--- src/rtl/pipe_issue_ctrl_pkg.sv ---
// Shared constants, field accessors and FSM encoding for the pipeline issue controller.
package pipe_pkg;

    localparam logic [1:0] K1     = 2'b01;
    localparam logic [2:0] OP_ORI = 3'b111;

    localparam int unsigned RA_HI = 7;
    localparam int unsigned RA_LO = 6;
    localparam int unsigned RB_HI = 5;
    localparam int unsigned RB_LO = 4;
    localparam int unsigned OP_HI = 2;
    localparam int unsigned OP_LO = 0;

    typedef enum logic [1:0] {
        ST_RUN   = 2'd0,
        ST_STALL = 2'd1,
        ST_FLUSH = 2'd2
    } state_t;

    function automatic logic [1:0] inst_ra(input logic [7:0] inst);
        return inst[RA_HI:RA_LO];
    endfunction

    function automatic logic [1:0] inst_rb(input logic [7:0] inst);
        return inst[RB_HI:RB_LO];
    endfunction

    function automatic logic [2:0] inst_op(input logic [7:0] inst);
        return inst[OP_HI:OP_LO];
    endfunction

endpackage

--- src/rtl/pipe_issue_ctrl_if.sv ---
// Decode/execute boundary signals of the issue controller.
interface pipe_issue_ctrl_if #(
    parameter int unsigned CNT_W = 16
);
    logic [7:0]       dec_inst;
    logic             dec_valid;
    logic             br_taken;
    logic             mem_busy;
    logic             stall_fetch;
    logic             flush;
    logic             ex_valid;
    logic [7:0]       ex_inst;
    logic             wb_valid;
    logic [7:0]       wb_inst;
    logic [CNT_W-1:0] perf_cnt;

    modport master (
        output dec_inst, dec_valid, br_taken, mem_busy,
        input  stall_fetch, flush, ex_valid, ex_inst, wb_valid, wb_inst, perf_cnt
    );

    modport slave (
        input  dec_inst, dec_valid, br_taken, mem_busy,
        output stall_fetch, flush, ex_valid, ex_inst, wb_valid, wb_inst, perf_cnt
    );
endinterface

--- src/rtl/pipe_issue_ctrl_hazard_match.sv ---
// Register hazard test of a decoded instruction against one in-flight stage.
module hazard_match
    import pipe_pkg::*;
(
    input  logic [7:0] d_i,
    input  logic [7:0] s_i,
    input  logic       s_valid_i,
    output logic       hz_o
);
    logic d_ori;
    logic s_ori;
    logic s_ra_k1;
    logic d_uses_k1;
    logic unused_bits;

    assign d_ori       = (inst_op(d_i) == OP_ORI);
    assign s_ori       = (inst_op(s_i) == OP_ORI);
    assign s_ra_k1     = (inst_ra(s_i) == K1);
    assign d_uses_k1   = (inst_ra(d_i) == K1) || (inst_rb(d_i) == K1);
    assign unused_bits = ^{d_i[3], s_i[5:3]};

    always_comb begin
        hz_o = 1'b0;
        if (s_valid_i) begin
            // ORI writes K1 implicitly, so K1 users must also wait on any ORI
            if (d_ori || d_uses_k1) begin
                hz_o = s_ra_k1 || s_ori;
            end else begin
                hz_o = (inst_ra(d_i) == inst_ra(s_i)) || (inst_rb(d_i) == inst_ra(s_i));
            end
        end
    end
endmodule

--- src/rtl/pipe_issue_ctrl.sv ---
// Issue/stall sequencer owning the EX and WB stage registers of the 8-bit pipeline.
module pipe_issue_ctrl
    import pipe_pkg::*;
#(
    parameter int unsigned CNT_W = 16
) (
    input logic         clock,
    input logic         reset,
    pipe_issue_ctrl_if.slave bus
);
    state_t           state_q, state_d;
    logic             ex_valid_q, ex_valid_d;
    logic [7:0]       ex_inst_q, ex_inst_d;
    logic             wb_valid_q, wb_valid_d;
    logic [7:0]       wb_inst_q, wb_inst_d;
    logic [CNT_W-1:0] cnt_q, cnt_d;

    logic hz_ex;
    logic hz_wb;
    logic hz;
    logic count_bubble;
    logic stall_fetch;
    logic flush;

    hazard_match u_hz_ex (
        .d_i      (bus.dec_inst),
        .s_i      (ex_inst_q),
        .s_valid_i(ex_valid_q),
        .hz_o     (hz_ex)
    );

    hazard_match u_hz_wb (
        .d_i      (bus.dec_inst),
        .s_i      (wb_inst_q),
        .s_valid_i(wb_valid_q),
        .hz_o     (hz_wb)
    );

    assign hz = bus.dec_valid && (hz_ex || hz_wb);

    always_comb begin
        state_d      = state_q;
        ex_valid_d   = ex_valid_q;
        ex_inst_d    = ex_inst_q;
        wb_valid_d   = wb_valid_q;
        wb_inst_d    = wb_inst_q;
        cnt_d        = cnt_q;
        count_bubble = 1'b0;
        stall_fetch  = 1'b0;
        flush        = 1'b0;

        if (reset || bus.mem_busy) begin
            stall_fetch = 1'b1;
        end else begin
            wb_valid_d = ex_valid_q;
            wb_inst_d  = ex_inst_q;
            ex_valid_d = 1'b0;
            ex_inst_d  = '0;
            unique case (state_q)
                ST_FLUSH: begin
                    flush        = 1'b1;
                    count_bubble = 1'b1;
                    state_d      = ST_RUN;
                end
                default: begin
                    if (bus.br_taken) begin
                        flush        = 1'b1;
                        count_bubble = 1'b1;
                        state_d      = ST_FLUSH;
                    end else if (hz) begin
                        stall_fetch  = 1'b1;
                        count_bubble = 1'b1;
                        state_d      = ST_STALL;
                    end else begin
                        ex_valid_d = bus.dec_valid;
                        ex_inst_d  = bus.dec_valid ? bus.dec_inst : '0;
                        state_d    = ST_RUN;
                    end
                end
            endcase
            if (count_bubble && (cnt_q != '1)) begin
                cnt_d = cnt_q + CNT_W'(1);
            end
        end
    end

    always_ff @(posedge clock) begin
        if (reset) begin
            state_q    <= ST_RUN;
            ex_valid_q <= 1'b0;
            ex_inst_q  <= '0;
            wb_valid_q <= 1'b0;
            wb_inst_q  <= '0;
            cnt_q      <= '0;
        end else begin
            state_q    <= state_d;
            ex_valid_q <= ex_valid_d;
            ex_inst_q  <= ex_inst_d;
            wb_valid_q <= wb_valid_d;
            wb_inst_q  <= wb_inst_d;
            cnt_q      <= cnt_d;
        end
    end

    assign bus.stall_fetch = stall_fetch;
    assign bus.flush       = flush;
    assign bus.ex_valid    = ex_valid_q;
    assign bus.ex_inst     = ex_inst_q;
    assign bus.wb_valid    = wb_valid_q;
    assign bus.wb_inst     = wb_inst_q;
    assign bus.perf_cnt    = cnt_q;
endmodule

--- src/flat_wrapper.sv ---
// flat-port wrapper written by rule: the top's interface ports become plain ports
module pipe_issue_ctrl_flat import pipe_pkg::*;
#(
    parameter int unsigned CNT_W = 16
)
  (clock, reset, bus_dec_inst, bus_dec_valid, bus_br_taken, bus_mem_busy, bus_stall_fetch, bus_flush, bus_ex_valid, bus_ex_inst, bus_wb_valid, bus_wb_inst, bus_perf_cnt);
  pipe_issue_ctrl_if #(.CNT_W(CNT_W)) bus_i ();
  input logic clock;
  input logic reset;
  input wire logic [$bits(bus_i.dec_inst)-1:0] bus_dec_inst;
  input wire logic [$bits(bus_i.dec_valid)-1:0] bus_dec_valid;
  input wire logic [$bits(bus_i.br_taken)-1:0] bus_br_taken;
  input wire logic [$bits(bus_i.mem_busy)-1:0] bus_mem_busy;
  output wire logic [$bits(bus_i.stall_fetch)-1:0] bus_stall_fetch;
  output wire logic [$bits(bus_i.flush)-1:0] bus_flush;
  output wire logic [$bits(bus_i.ex_valid)-1:0] bus_ex_valid;
  output wire logic [$bits(bus_i.ex_inst)-1:0] bus_ex_inst;
  output wire logic [$bits(bus_i.wb_valid)-1:0] bus_wb_valid;
  output wire logic [$bits(bus_i.wb_inst)-1:0] bus_wb_inst;
  output wire logic [$bits(bus_i.perf_cnt)-1:0] bus_perf_cnt;
  assign bus_i.dec_inst = bus_dec_inst;
  assign bus_i.dec_valid = bus_dec_valid;
  assign bus_i.br_taken = bus_br_taken;
  assign bus_i.mem_busy = bus_mem_busy;
  assign bus_stall_fetch = bus_i.stall_fetch;
  assign bus_flush = bus_i.flush;
  assign bus_ex_valid = bus_i.ex_valid;
  assign bus_ex_inst = bus_i.ex_inst;
  assign bus_wb_valid = bus_i.wb_valid;
  assign bus_wb_inst = bus_i.wb_inst;
  assign bus_perf_cnt = bus_i.perf_cnt;
  pipe_issue_ctrl #(.CNT_W(CNT_W)) u_core (.clock(clock), .reset(reset), .bus(bus_i));
endmodule
--- config.mk ---
export PLATFORM = sky130hd
export DESIGN_NAME = pipe_issue_ctrl_flat
export DESIGN_NICKNAME = d
export VERILOG_FILES = /design/src/rtl/pipe_issue_ctrl_pkg.sv /design/src/rtl/pipe_issue_ctrl_if.sv /design/src/rtl/pipe_issue_ctrl_hazard_match.sv /design/src/rtl/pipe_issue_ctrl.sv /design/src/flat_wrapper.sv
export SDC_FILE = /design/constraint.sdc
export NUM_CORES = 1
export LEC_CHECK = 0
export ABC_CLOCK_PERIOD_IN_PS = 6000
export BUFFER_PORTS_ARGS = -buffer_cell sky130_fd_sc_hd__buf_2
export CAP_MARGIN = 5
export CORE_AREA = 2 2 67 69
export CTS_CLUSTER_DIAMETER = 100
export DETAILED_ROUTE_END_ITERATION = 10
export DIE_AREA = 0 0 69 71
export GPL_ROUTABILITY_DRIVEN = 0
export PLACE_DENSITY = 0.67
export SETUP_SLACK_MARGIN = 0.2
export SLEW_MARGIN = 20
export SYNTH_ARGS = -nofsm -noshare
export SYNTH_HDL_FRONTEND = slang
export SYNTH_SLANG_ARGS = --single-unit
export TNS_END_PERCENT = 20
--- constraint.sdc ---
create_clock -name clock -period 6 [get_ports clock]
set_clock_uncertainty 0.1 [all_clocks]
set_input_delay 0.6 -clock clock [delete_from_list [all_inputs] [get_ports clock]]
set_output_delay 0.6 -clock clock [all_outputs]
set_load 0.05 [all_outputs]
==> metrics, run 1 <==
TritonCTS Buffers=5; Routed WL per cell=approximately 14 µm; R2R cell count=6; IO buf count=48; Setup violations, final=0; floorplan row count=24; first-pass GRT wire length=roughly 6.6 mm; Worst VDD drop=roughly 0.00011 V; CP Capture Type=output port; io pins=roughly 50; Synth Net Count=200; initial drt markers=116; nets@finish=about 250; DR pass1 iterations=4; Sum Neg Setup Slack=0 ps; ys flop type=dfxtp_1; Synth top area share=41.2%; clk slew on worst S/H paths=roughly 70 ps; Final Hold Fails=0; post-DP HPWL=2.85 mm; starting density of the core=about two fifths; register area share after synthesis=41.2%; ANT nets after route=0; Synth area leader=dfxtp_1; outcome=finished clean; critical path required time=5300 ps; layout cell share with drive strength beyond 1=26.9%; RSZ-0062 raised after global routing=no; routed vias/inst=around 5.6; startpoint types=input port; Skew-Pair Late Insertion Delay=around 280 ps; WHS Path Cells=2; fmax=366 MHz; Slew Limit Fails=0; largest net degree at the start of global routing=30; Post-synth ARST share=0%; area grow syn2layout=20.2%; Post CTS Setup Buffer Count=0; via count=1595; GRT Total Usage=~16%; Min Hold Slack=around 380 ps; Reg2Reg Setup Slack=3620 ps; Syn Area/Cell=roughly 9.4 µm²; # DRC=0; PD cells=between 200 and 250 nW/µm²; Slew @ Worst Pin=596 ps; antenna violations before repair=0; CTS H-tree lvls=2; cell area after synthesis=about 1700 µm²; clock period minus worst slack=approximately 2700 ps; CTS sink count=36; die width=just under 70 µm; synth top area cells=dfxtp_1 (41%), mux2i_1 (5.7%), xnor2_1 (5.5%), a22o_1 (4.0%), nor2_1 (3.7%); hold path start=u_core.state_q[1]$_SDFFE_PP0P_; Area after DPL=2010 µm²; Ant. Diodes=0; Hold Path Class=flop to flop; Syn Inst Count=between 150 and 200; CTS Buffer Depth=2; Overflow after GRT=0; number of flops mapped to enable cells by yosys=0; R2R Path Start=u_core.bus.wb_inst[6]$_SDFFE_PP0P_; Root Driver=clkbuf_8; CTS Hold Bufs=0; final instance area=about 2100 µm²; kind of critical path=input port to output port; vias in the first global route=about 1400; Worst Setup SP=bus_dec_inst[6]; Critical Path Fanout Max=4; Pleak=roughly 0.9 nW; crit path DAT=just over 2000 ps; Yosys cell types=45; capture point of the worst reg-to-reg path=u_core.bus.perf_cnt[1]$_SDFFE_PP0P_; die height=roughly 70 µm; die area=~4900 µm²; period utilisation layout=between 40% and 50%; max-cap violation count=0; # resized after CTS=0; core area=4200 µm²; Rel. slew slack=60.2%; DRT Wirelength=approximately 3.9 mm; warnings from Yosys=0; CTS tree=done; Hold Crit Endpoint=u_core.state_q[1]$_SDFFE_PP0P_; Yosys reg bits=36
## sequential cells by signal, indices dropped and copies added, names as in the netlist
signal / count
u_core.bus.wb_valid: 1
u_core.state_q: 2
u_core.bus.wb_inst: 8
u_core.bus.perf_cnt: 16
u_core.bus.ex_inst: 8
u_core.bus.ex_valid: 1
## per-stage QoR
step,setup WS (ps),total power [mW],instances,utilization (%)
after floorplan,3290,0.290,186,-
after global placement,3290,0.303,278,47.8
after detailed placement,3260,0.304,278,47.8
after CTS,3270,0.475,286,50.0
after global routing,3170,0.491,286,50.0
final,3270,0.471,286,50.0
## report_power, final
group	switching [mW]	leakage [nW]	internal (mW)
combinational	0.0356	0.551	0.0167
sequential	0.00378	0.291	0.242
clock	0.0786	0.0455	0.0936
total	0.118	0.887	0.353
## cells in the final DEF (no fill, tap or decap), types with 2 or more instances in the layout
cell type / count
xnor2_1: 11
o21ai_0: 4
and3_1: 4
a32oi_1: 2
nor3_1: 3
o41ai_1: 3
dfxtp_1: 36
nor2b_1: 3
o311ai_0: 2
or3_1: 2
inv_2: 2
mux2i_1: 10
buf_2: 48
a22o_1: 8
clkbuf_1: 2
o31ai_1: 4
nand4_1: 4
clkbuf_8: 6
a21oi_1: 11
inv_1: 4
nor2_1: 17
nand2_1: 10
or4_1: 6
and2_1: 2
nand3_1: 9
and4_1: 2
## worst max-delay path, stage by stage
cell and delay, ps:
buf_2 140, inv_2 50, o221ai_4 220, mux2i_1 300, a32o_2 260, nand3_1 110
nand2_1 80, buf_2 260
## synth_stat cells (all sizes together), types with 3 or more instances
library cell / count
nor2: 17
nand3: 9
xnor2: 11
o31ai: 4
nand2: 10
o41ai: 3
dfxtp: 36
nor3: 4
a22o: 8
buf: 5
or4: 6
o21ai: 4
nand4: 4
clkbuf: 4
inv: 6
and3: 4
a21oi: 11
mux2i: 10
nor2b: 3
## routing by layer
layer / global-route usage [%] / routed length [µm]
met1: 21.6 / 1840
met2: 26.2 / 1810
met3: 3.42 / 214
met4: 7.19 / 68
met5: 0 / 0
## worst max-delay path by stage
| stage | end | slack [ps] |
|---|---|---|
| floorplan | u_core.bus.perf_cnt[13]$_SDFFE_PP0P_ | 3290 |
| global placement | bus_stall_fetch | 3290 |
| detailed placement | u_core.bus.perf_cnt[15]$_SDFFE_PP0P_ | 3260 |
| CTS | bus_stall_fetch | 3270 |
| global route | bus_stall_fetch | 3170 |
| finish | bus_stall_fetch | 3270 |
## logic make-up after synthesis
logic type,after synthesis,synth area share [%]
and+or+nand+nor,67,21.2
AOI/OAI and AO/OA,45,20.8
DFF,36,41.2
buffers and inverters,15,4.15
xor gates and xnor gates,11,5.51
muxes,11,6.37
adders and majority gates,1,0.716
## area by class of cell
cell class / instances / area, µm²
inverter: 6 / 22.5
sequential: 36 / 721
timing repair buffer: 49 / 248
tap: 52 / 65.1
fill: 424 / 2100
clock buffer: 8 / 90.1
multi-input combinational: 135 / 955
Note: power is estimated with default switching activity, not from simulation.
==> run 2: changes to the inputs <==
ABC_CLOCK_PERIOD_IN_PS = 2300   (was 6000)
PLACE_DENSITY = 0.69   (was 0.67)
clock period = 2.3 ns   (was 6 ns; I/O delays follow)
==> run 2 against run 1 <==
  * Sequential share of layout area down 2.8 points
  * Utilization up 7.0 points
  * Largest cell class unchanged
  * Combinational power rose to 3.4 times the previous value
==> metrics, run 2 (synthesized netlist as in run 1, its figures left out) <==
via count=between 1500 and 2000; Final Hold Fails=0; Worst VDD drop=0.000263 V; period utilisation layout=a little over nine tenths; Comb pwr share=14.1%; post-DP HPWL=approximately 3 mm; TritonCTS Buffers=5; max-cap violation count=0; most frequent cells in the layout=buf_2 (47), buf_4 (19), nor2_1 (17), dfxtp_1 (17), dfxtp_2 (15); clock period minus worst slack=2170 ps; kind of critical path=flop to output port; WHS Path Cells=2; critical path required time=just under 2000 ps; layout cell share with drive strength beyond 1=between 40% and 50%; IO buf count=48; CTS Buffer Depth=2; nets@finish=270; starting density of the core=41.6%; vias in the first global route=1551; die area=just under 5000 µm²; Critical-path top delay cell=a221o_1; clk slew on worst S/H paths=~70 ps; GRT Total Usage=between 10% and 20%; antenna violations before repair=0; Psw=340 µW; Root Driver=clkbuf_8; area grow syn2layout=36.9%; capture point of the worst reg-to-reg path=u_core.bus.perf_cnt[9]$_SDFFE_PP0P_; CP Capture Type=output port; CTS sink count=36; crit path DAT=approximately 1800 ps; R2R Path Start=u_core.bus.ex_inst[7]$_SDFFE_PP0P_; Hold Path Class=input port to flop; R2R cell count=9; CTS Hold Bufs=0; CTS tree=done; routed vias/inst=around 5.4; outcome=finished clean; Ant. Diodes=0; Slew @ Worst Pin=521 ps; max FFs per register=16; CTS H-tree lvls=2; die height=71 µm; ANT nets after route=0; most common cell after layout, fill and taps aside=buf_2; DRT Wirelength=4.44 mm; Int Pwr=approximately 920 µW; Routed WL per cell=~14 µm; Critical Path Fanout Max=3; Hold Crit Endpoint=u_core.bus.ex_inst[3]$_SDFFE_PP0P_; critical path cell sequence=xnor2_1, a221o_1, a32o_2, buf_6, nand3_2, nand2_2, buf_8; fmax=roughly 460 MHz; Flop pwr share=about half; io pins=between 40 and 50; Setup violations, final=0; largest net degree at the start of global routing=17; # DRC=0; Clock Power Share=35.0%; Reg2Reg Setup Slack=approximately 150 ps; switching part of the total=between 20% and 30%; core area=around 4200 µm²; Overflow after GRT=0; DR pass1 iterations=4; Pleak=about 1.0 nW; die width=around 70 µm; initial drt markers=approximately 120; PD cells=about 520 nW/µm²; startpoint types=flop; Rel. slew slack=around 65%; final core utilization=a little under three fifths; Skew-Pair Late Insertion Delay=about 290 ps; hold path start=bus_dec_inst[3]; RSZ-0062 raised after global routing=yes; floorplan row count=24; Largest stage delay, worst path=370 ps; Slew Limit Fails=0; Sum Neg Setup Slack=0 ps; first-pass GRT wire length=between 7 and 8 mm
[run 2: cell types whose count changed in the layout (fill, tap and decap cells not counted), sizes merged]
cell	delta
clkbuf	-1
a31oi	+1
buf	+22
clkinv	+1
[run 2: worst max path at each step]
stage	start	to	slack (ps)	cells after the start
after detailed placement	bus_dec_inst[6]	u_core.bus.perf_cnt[15]$_SDFFE_PP0P_	100	8
after CTS	u_core.bus.wb_inst[7]$_SDFFE_PP0P_	bus_stall_fetch	130	7
after floorplan	u_core.state_q[1]$_SDFFE_PP0P_	u_core.bus.perf_cnt[13]$_SDFFE_PP0P_	190	7
after global routing	u_core.bus.ex_inst[7]$_SDFFE_PP0P_	u_core.bus.perf_cnt[9]$_SDFFE_PP0P_	30	9
final	u_core.bus.wb_inst[7]$_SDFFE_PP0P_	bus_stall_fetch	130	7
after global placement	bus_dec_inst[6]	u_core.bus.perf_cnt[13]$_SDFFE_PP0P_	160	9
[run 2: per-layer routing]
layer	share of wire (%)	routed length [µm]	track usage [%]
met1	46	2060	23.7
met2	46	2040	29.5
met3	5.4	241	5.56
met4	2.2	97	8.28
met5	0	0	0
[run 2: layout make-up]
class                      instances  area [µm²]
clock buffer                       7        76.3
clock inverter                     1        8.76
fill                             387        1810
inverter                           6        22.5
multi-input combinational        136        1030
sequential                        36         754
tap                               52        65.1
timing repair buffer              71         438
[run 2: per-stage QoR]
step                      setup WS, ps  area, µm²  hold WS [ps]  cells  power, mW
final                              129       2390          64.3    309       1.26
after detailed placement           101       2120           356    287      0.801
after global routing              29.0       2390          70.5    309       1.31
after CTS                          125       2340          55.2    306       1.26
after global placement             156       2120           350    287      0.798
after floorplan                    189       1790           262    186      0.756
[run 2: power by group through the flow]
stage / sequential, mW / combinational (mW) / clock, mW
CTS: 0.638 / 0.169 / 0.452
detailed placement: 0.653 / 0.148 / 0
global placement: 0.653 / 0.145 / 0
finish: 0.639 / 0.177 / 0.440
floorplan: 0.678 / 0.0783 / 0
global route: 0.640 / 0.189 / 0.483
[run 2: what timing repair did]
item / 4_1_cts / 5_1_grt
buffers inserted: 10 / 3
pin swaps: 7 / 7
resized for setup: 11 / 7
setup endpoints to repair: 5 / 23
cloned: 1 / 0
[run 2: critical path: cells and delay by family, from the launching register on]
family	cells	cell delay (ps)
xor+xnor	1	120
compound gates	2	670
buf+inv	2	270
flops	1	360
simple gates	2	130
